### src/rtl/dig_lock_sender.sv
// Serial lock-code transmitter: guard bits, MSB-first code, then an unlock
// wait window with bounded retries and a success/fail result.
module dig_lock_sender #(
    parameter int   CODE_W    = 4,
    parameter int   GUARD_LEN = 2,
    parameter logic GUARD_BIT = 1'b1,
    parameter int   TIMEOUT   = 3,
    parameter int   MAX_RETRY = 1
) (
    input  logic              clk,
    input  logic              reset,
    input  logic              start,
    input  logic [CODE_W-1:0] code,
    input  logic              unlock_in,
    output logic              bout,
    output logic              bvalid,
    output logic              busy,
    output logic              done,
    output logic              success,
    output logic              fail
);
    localparam int BW = $clog2(CODE_W + 1);

    typedef enum logic [2:0] {S_IDLE, S_GUARD, S_SEND, S_WAIT, S_DONE} state_t;

    state_t            state;
    logic [CODE_W-1:0] code_q;
    logic [CODE_W-1:0] sh;
    logic [BW-1:0]     bcnt;
    logic [3:0]        gcnt;
    logic [3:0]        tcnt;
    logic [2:0]        rcnt;

    // Outputs are registered: each transition sets the values for the state being entered.
    // bout holds the bit on the wire; sh[CODE_W-1] is the bit that follows it.
    always_ff @(posedge clk) begin
        if (reset) begin
            state   <= S_IDLE;
            code_q  <= '0;
            sh      <= '0;
            bcnt    <= '0;
            gcnt    <= '0;
            tcnt    <= '0;
            rcnt    <= '0;
            bout    <= 1'b0;
            bvalid  <= 1'b0;
            busy    <= 1'b0;
            done    <= 1'b0;
            success <= 1'b0;
            fail    <= 1'b0;
        end else begin
            done <= 1'b0;
            case (state)
                S_IDLE: begin
                    if (start) begin
                        code_q  <= code;
                        success <= 1'b0;
                        fail    <= 1'b0;
                        rcnt    <= '0;
                        busy    <= 1'b1;
                        bvalid  <= 1'b1;
                        if (GUARD_LEN == 0) begin
                            state <= S_SEND;
                            bcnt  <= BW'(CODE_W - 1);
                            bout  <= code[CODE_W-1];
                            sh    <= {code[CODE_W-2:0], 1'b0};
                        end else begin
                            state <= S_GUARD;
                            gcnt  <= 4'(GUARD_LEN - 1);
                            bout  <= GUARD_BIT;
                        end
                    end
                end
                S_GUARD: begin
                    if (gcnt == '0) begin
                        state <= S_SEND;
                        bcnt  <= BW'(CODE_W - 1);
                        bout  <= code_q[CODE_W-1];
                        sh    <= {code_q[CODE_W-2:0], 1'b0};
                    end else begin
                        gcnt <= gcnt - 4'd1;
                    end
                end
                S_SEND: begin
                    if (bcnt == '0) begin
                        bout   <= 1'b0;
                        bvalid <= 1'b0;
                        if (unlock_in) begin
                            state   <= S_DONE;
                            done    <= 1'b1;
                            success <= 1'b1;
                        end else begin
                            state <= S_WAIT;
                            tcnt  <= 4'(TIMEOUT - 1);
                        end
                    end else begin
                        bcnt <= bcnt - 1'b1;
                        bout <= sh[CODE_W-1];
                        sh   <= {sh[CODE_W-2:0], 1'b0};
                    end
                end
                S_WAIT: begin
                    if (unlock_in) begin
                        state   <= S_DONE;
                        done    <= 1'b1;
                        success <= 1'b1;
                    end else if (tcnt == '0) begin
                        if (rcnt < 3'(MAX_RETRY)) begin
                            rcnt   <= rcnt + 3'd1;
                            bvalid <= 1'b1;
                            if (GUARD_LEN == 0) begin
                                state <= S_SEND;
                                bcnt  <= BW'(CODE_W - 1);
                                bout  <= code_q[CODE_W-1];
                                sh    <= {code_q[CODE_W-2:0], 1'b0};
                            end else begin
                                state <= S_GUARD;
                                gcnt  <= 4'(GUARD_LEN - 1);
                                bout  <= GUARD_BIT;
                            end
                        end else begin
                            state <= S_DONE;
                            done  <= 1'b1;
                            fail  <= 1'b1;
                        end
                    end else begin
                        tcnt <= tcnt - 4'd1;
                    end
                end
                S_DONE: begin
                    state <= S_IDLE;
                    busy  <= 1'b0;
                end
                default: begin
                    state  <= S_IDLE;
                    busy   <= 1'b0;
                    bvalid <= 1'b0;
                    bout   <= 1'b0;
                end
            endcase
        end
    end
endmodule

### config.mk
export PLATFORM = sky130hd
export DESIGN_NAME = dig_lock_sender
export DESIGN_NICKNAME = d
export VERILOG_FILES = /design/src/rtl/dig_lock_sender.sv
export SDC_FILE = /design/constraint.sdc
export NUM_CORES = 1
export LEC_CHECK = 0
export CAP_MARGIN = 20
export CORE_MARGIN = 4
export CORE_UTILIZATION = 24
export CTS_CLUSTER_DIAMETER = 150
export DETAILED_ROUTE_END_ITERATION = 7
export HOLD_SLACK_MARGIN = 0.15
export SYNTH_ARGS = -nofsm -noshare
export SYNTH_HDL_FRONTEND = slang
export SYNTH_SLANG_ARGS = --single-unit
### constraint.sdc
create_clock -name clk -period 1.85 [get_ports clk]
set_input_delay 0.37 -clock clk [delete_from_list [all_inputs] [get_ports clk]]
set_output_delay 0.37 -clock clk [all_outputs]
set_load 0.01 [all_outputs]
=== After elaboration in Yosys (flattened, before gate mapping) ===
Index checks and enable logic that the tools add are counted.
Widths: inputs -> output; s select.

* Input bits: 8
* Word-level logic and storage cells: 113
* Register bits after elaboration: 31

* Magnitude comparators: 1
* Add/subtract/negate cells: 4
* Reductions and logical operators: 22
* Bitwise logic cells: 3
* Mux-type cells: 54
* Eq/ne operators: 16

{| class="wikitable"
|+ Operators with widths
! operator !! count
|-
| $mux 4 || 11
|-
| $mux 3 || 13
|-
| $ne 2x2->1 const B || 11
|-
| $mux 1 || 18
|-
| $reduce_and 6->1 || 3
|-
| $pmux 4 s2 || 2
|-
| $reduce_and 5->1 || 3
|-
| $pmux 3 s2 || 2
|-
| $pmux 3 s4 || 1
|-
| $pmux 4 s3 || 1
|-
| $logic_not 4->1 || 2
|-
| $sub 4x1->4 const B || 2
|-
| $eq 3x2->1 const B || 2
|-
| $logic_not 3->1 || 2
|-
| $pmux 1 s2 || 3
|-
| $reduce_and 3->1 || 2
|-
| $reduce_bool 2->1 || 3
|-
| $reduce_bool 3->1 || 2
|-
| $pmux 1 s5 || 1
|-
| $pmux 1 s4 || 1
|-
| $reduce_and 2->1 || 2
|-
| $reduce_and 4->1 || 1
|-
| $add 3x1->3 const B || 1
|-
| $eq 3x1->1 const B || 1
|-
| other kinds (8) || 10
|}

=== Depth between registers and ports, before layout ===
* Word-level depth: 5
* Gate-level depth with buffers: 8
* Gate-level depth less buffers: 7

=== Worst setup path after synthesis ===
OpenSTA, ideal clock, no wires.

* Path kind: reg2reg
* From: register bcnt[0]
* To: register state[1]
* Path buffers: 0
* Arrival: 1711 ps
* Stages on the path, launching flop included: 7
* Path slack: 36 ps
* Cell sequence: dfxtp_1 -> inv_1 -> ha_1 -> ha_1 -> a2111oi_2 -> nor3_1 -> a2111oi_2

* Cells in the longest elaborated chain, start to end: 3

{| class="wikitable"
|+ RTL lines
! element !! RTL line !! RTL
|-
| start, declared || 29 || <nowiki>logic [BW-1:0] bcnt;</nowiki>
|-
| start signal, assigned || 64 || <nowiki>bcnt <= BW'(CODE_W - 1);</nowiki>
|-
| start signal, assigned || 77 || <nowiki>bcnt <= BW'(CODE_W - 1);</nowiki>
|-
| start signal, assigned || 97 || <nowiki>bcnt <= bcnt - 1'b1;</nowiki>
|-
| $logic_not 3->1 || 85 || <nowiki>if (bcnt == '0) begin</nowiki>
|-
| $ne 2x2->1 (no source line) || - ||
|-
| $reduce_and 4->1 (no source line) || - ||
|-
| end signal, assigned || 89 || <nowiki>state <= S_DONE;</nowiki>
|-
| end signal, assigned || 93 || <nowiki>state <= S_WAIT;</nowiki>
|-
| end signal, assigned || 104 || <nowiki>state <= S_DONE;</nowiki>
|-
| end, declared || 26 || <nowiki>state_t state;</nowiki>
|}

Every way passes these cells.
A chain may end at the register's enable or synchronous reset.

=== Worst setup path in the final report ===
* From: register tcnt[0]
* To: register tcnt[3]

* Cells in the longest elaborated chain, start to end: 4

{| class="wikitable"
|+ RTL lines
! element !! RTL line !! RTL
|-
| start, declared || 31 || <nowiki>logic [3:0] tcnt;</nowiki>
|-
| start signal, assigned || 94 || <nowiki>tcnt <= 4'(TIMEOUT - 1);</nowiki>
|-
| start signal, assigned || 127 || <nowiki>tcnt <= tcnt - 4'd1;</nowiki>
|-
| $sub 4x1->4 || 127 ||
|-
| $mux 4 || 107 || <nowiki>end else if (tcnt == '0) begin</nowiki>
|-
| $mux 4 || 103 || <nowiki>if (unlock_in) begin</nowiki>
|-
| $pmux 4 s2 || 53 || <nowiki>case (state)</nowiki>
|}

Parallel ways exist; a longest one is shown, timed or not. The select of a mux whose other input is x is not followed.

==> out/results.md <==
- **power share of the sequential group** 29.0%
- **count of warnings emitted by yosys** 0
- **final critical-path share of the clock period** 94.8%
- **number of antenna violations at the first check in global routing** 0
- **FFs w/ async S/R, synth** 0%
- **Switching Fraction** 40.4%
- **routed wire length per instance** 13.3 µm
- **Yosys top cell area share** 36.7%
- **critical register-to-register path startpoint** tcnt[0]$_SDFFE_PP0P_
- **Simple-Gate Fraction of Synth Area** 22.4%
- **max frequency** 570 MHz
- **Worst Max-Slew Pin Slew** 0.446 ns
- **RSZ-0062 raised after global routing** no
- **endpoint of the most critical setup path** tcnt[3]$_SDFFE_PP0P_
- **fraction of synthesized cell area in xor and xnor cells** 0%
- **via count of the first global-routing pass** 1334
- **Final Max Slew Viols** 0
- **number of antenna-violating nets in the routed design** 0
- **Buffers on Ports** 13
- **mapped cell area** 0.00164 mm²
- **total power** 3.53 mW
- **maximum number of pins on one net before global-route repair** 12
- **Avg Synthesized Cell Area** 9.10 µm²
- **CTS tree** built
- **fraction of layout instances using a drive strength above 1** 22.2%
- **post-route design area** 0.00210 mm²
- **fraction of power consumed by the clock network** 13.7%
- **combinational family with the most area after synthesis** compound AO/OA/AOI/OAI gates
- **Final Skew** 0.00753 ns
- **kind of critical path** flop to flop
- **detailed router's first-iteration violation count** 49
- **total half-perimeter wirelength after legalization and detailed placement** 2.88 mm
- **CP startpoint kind** flop
- **power dissipated by switching net loads** 1.43 mW
- **H-tree levels** 2
- **total detailed-routing wirelength** 3.84 mm
- **Die Height** 90.6 µm
- **Post-CTS Setup Bufs** 0
- **number of synthesized flops with an enable pin** 0
- **sink count of the clock tree** 30
- **Worst Reg2Reg Path Length in Cells** 7
- **complex-gate fraction of the synthesized area** 25.8%
- **wire length of the first global-routing pass** 6.44 mm
- **adder-cell share of the synthesized area** 3.82%
- **launch point of the critical path** tcnt[0]$_SDFFE_PP0P_
- **core footprint** 0.00649 mm²
- **leading area contributor after synthesis** dfxtp_1
- **Post-layout nets** 225
- **worst max-slew margin expressed relative to the limit** 70.1%
- **worst hold-check slack** 0.469 ns
- **peak ir drop on the vdd network** 0.000746 V
- **Gate Count Post-Synth** 180
- **power density over the cells** 1680 mW/mm²
- **required time of the critical path** 2.06 ns
- **endpoint class of the critical path** flop
- **area of the die** 0.00821 mm²
- **peak fanout along the critical path** 5
- **clock latency of the later-clocked register in the worst-skew pair** 0.28 ns
- **Area Growth Syn to Fin** 28.3%
- **number of core rows** 29
- **# diodes** 0
- **clock tree buffer depth** 2
- **Top Ports** 14
- **max-cap check violation count** 0
- **vias per inst** 4.92
- **clock buffers created by TritonCTS** 5
- **Int Pwr** 2.11 mW
- **Comb power frac** 57.3%
- **die width** 90.6 µm
- **Synth Register Bits** 30
- **clock period minus final worst setup slack** 1.75 ns
- **GRT Resource Usage Total** 9.59%
- **final routed DRC violation total** 0
- **multiplexer fraction of the synthesized cell area** 3.67%
- **total via count after detailed routing** 1423
- **count of final hold-check violations** 0
- **count of hold-fix buffers inserted at cts** 0
- **run status** finished, final reports clean
- **worst path arrival time** 1.97 ns
- **setup violators final** 0
- **top cells by area, synth** dfxtp_1 (37%), ha_1 (3.8%), mux2i_1 (3.7%)
- **reported leakage power** 0.764 nW
- **FF-to-FF End** tcnt[3]$_SDFFE_PP0P_
- **final estimated routing congestion in global placement** 0.845
- **Remaining Overflow, GRT** 0
- **unique cell type count in the Yosys netlist** 54
- **clk slew on worst S/H paths** 0.06 ns
- **effective utilization at floorplan** 25.2%
- **number of optimization iterations in the first detailed-route pass** 4
- **number of nets in the synthesized netlist** 193
- **class of the worst hold path** flop to flop
- **Area after DPL** 0.00196 mm²
- **root buffer cell** clkbuf_8
- **Synth Flop Type** dfxtp_1
- **Seq/Total Area, Yosys** 36.7%
- **register-to-register path setup slack** 0.1 ns
-- critical path, cell delays in order, from the launching register on --
cell and delay, ns:
dfxtp_1 0.36, inv_1 0.05, ha_1 0.22, nor3b_1 0.14
buf_4 0.15, a2bb2oi_2 0.15, or4_1 0.47, a21oi_1 0.14
-- power by group through the flow --
| stage | logic (mW) | registers, mW | clock network (mW) |
|---|---|---|---|
| final | 2.02 | 1.02 | 0.485 |
| after global routing | 2.24 | 1.06 | 0.534 |
| after floorplan | 1.30 | 0.987 | 0 |
| after global placement | 1.86 | 1.02 | 0 |
| after detailed placement | 1.88 | 1.02 | 0 |
| after CTS | 1.92 | 1.01 | 0.504 |
-- sequential cells by signal, summed over array words and instances, names as in the netlist --
register  flops
bcnt          3
bout          1
bvalid        1
sh            3
tcnt          4
done          1
fail          1
rcnt          3
busy          1
success       1
gcnt          4
state         3
code_q        4
-- worst min path at each step --
stage,slack [ns],startpoint,depth (start not counted),end
2_1_floorplan,0.45,sh[1]$_SDFFE_PP0P_,2,sh[1]$_SDFFE_PP0P_
3_3_place_gp,0.46,sh[1]$_SDFFE_PP0P_,2,sh[1]$_SDFFE_PP0P_
3_5_place_dp,0.46,sh[1]$_SDFFE_PP0P_,2,sh[1]$_SDFFE_PP0P_
4_1_cts,0.47,sh[1]$_SDFFE_PP0P_,2,sh[1]$_SDFFE_PP0P_
5_1_grt,0.50,gcnt[1]$_SDFFE_PP0P_,2,gcnt[1]$_SDFFE_PP0P_
6_report,0.47,sh[1]$_SDFFE_PP0P_,2,sh[1]$_SDFFE_PP0P_
-- synth_stat cells (3+ instances only) --
cell	count
dfxtp_1	30
inv_1	15
a2111oi_2	3
or3_1	7
a21oi_1	10
a211oi_1	5
ha_1	5
a21boi_0	3
nor2_1	14
o21a_1	3
nor3_1	5
mux2i_1	6
clkbuf_1	3
buf_6	3
o21ai_0	10
nand2_1	10
-- final cells by class --
type                            instances  area [µm²]
Inverter                               15        56.3
Fill cell                             667        4390
Timing Repair Buffer                   35         295
Tap cell                               77        96.3
Clock buffer                            7        76.3
Sequential cell                        30         602
Multi-Input combinational cell        125         976
-- per-stage QoR --
stage / std cells / setup TNS (ns) / setup slack, ns / util [%]
CTS: 289 / 0 / 0.00444 / 31.6
global route: 289 / 0 / 0.00365 / 32.4
finish: 289 / 0 / 0.0965 / 32.4
detailed placement: 282 / -0.475 / -0.192 / 30.2
global placement: 282 / -0.202 / -0.102 / 30.2
floorplan: 180 / 0 / 0.0359 / -
-- what timing repair did --
item / in CTS / in global routing
gates resized for setup: 1 / 11
endpoints found under the hold margin: 0 / 0
endpoints found under the setup margin: 2 / 11
pin swaps: 0 / 2
-- cell families after synthesis --
logic type / Yosys count
adder cells (fa/ha/maj): 5
buffers and inverters: 25
multiplexers: 6
flip-flops: 30
AO/OA/AOI/OAI: 55
AND/OR/NAND/NOR: 59
-- layer usage --
layer / GRT usage, % / share of wire (%)
met4: 2.30 / 0.89
met2: 16.0 / 47
met3: 2.67 / 2.9
met1: 12.2 / 49
met5: 0 / 0
-- cells in the final DEF, fill, tap and decap left out, drive strengths merged, types with 6 or more instances in the layout --
master,count
inv,15
buf,22
clkdlybuf4s50,13
nor2,15
o21ai,10
clkbuf,7
or3,7
a21oi,10
nand2,10
mux2i,6
dfxtp,30
Power figures use the tool's default switching activity.
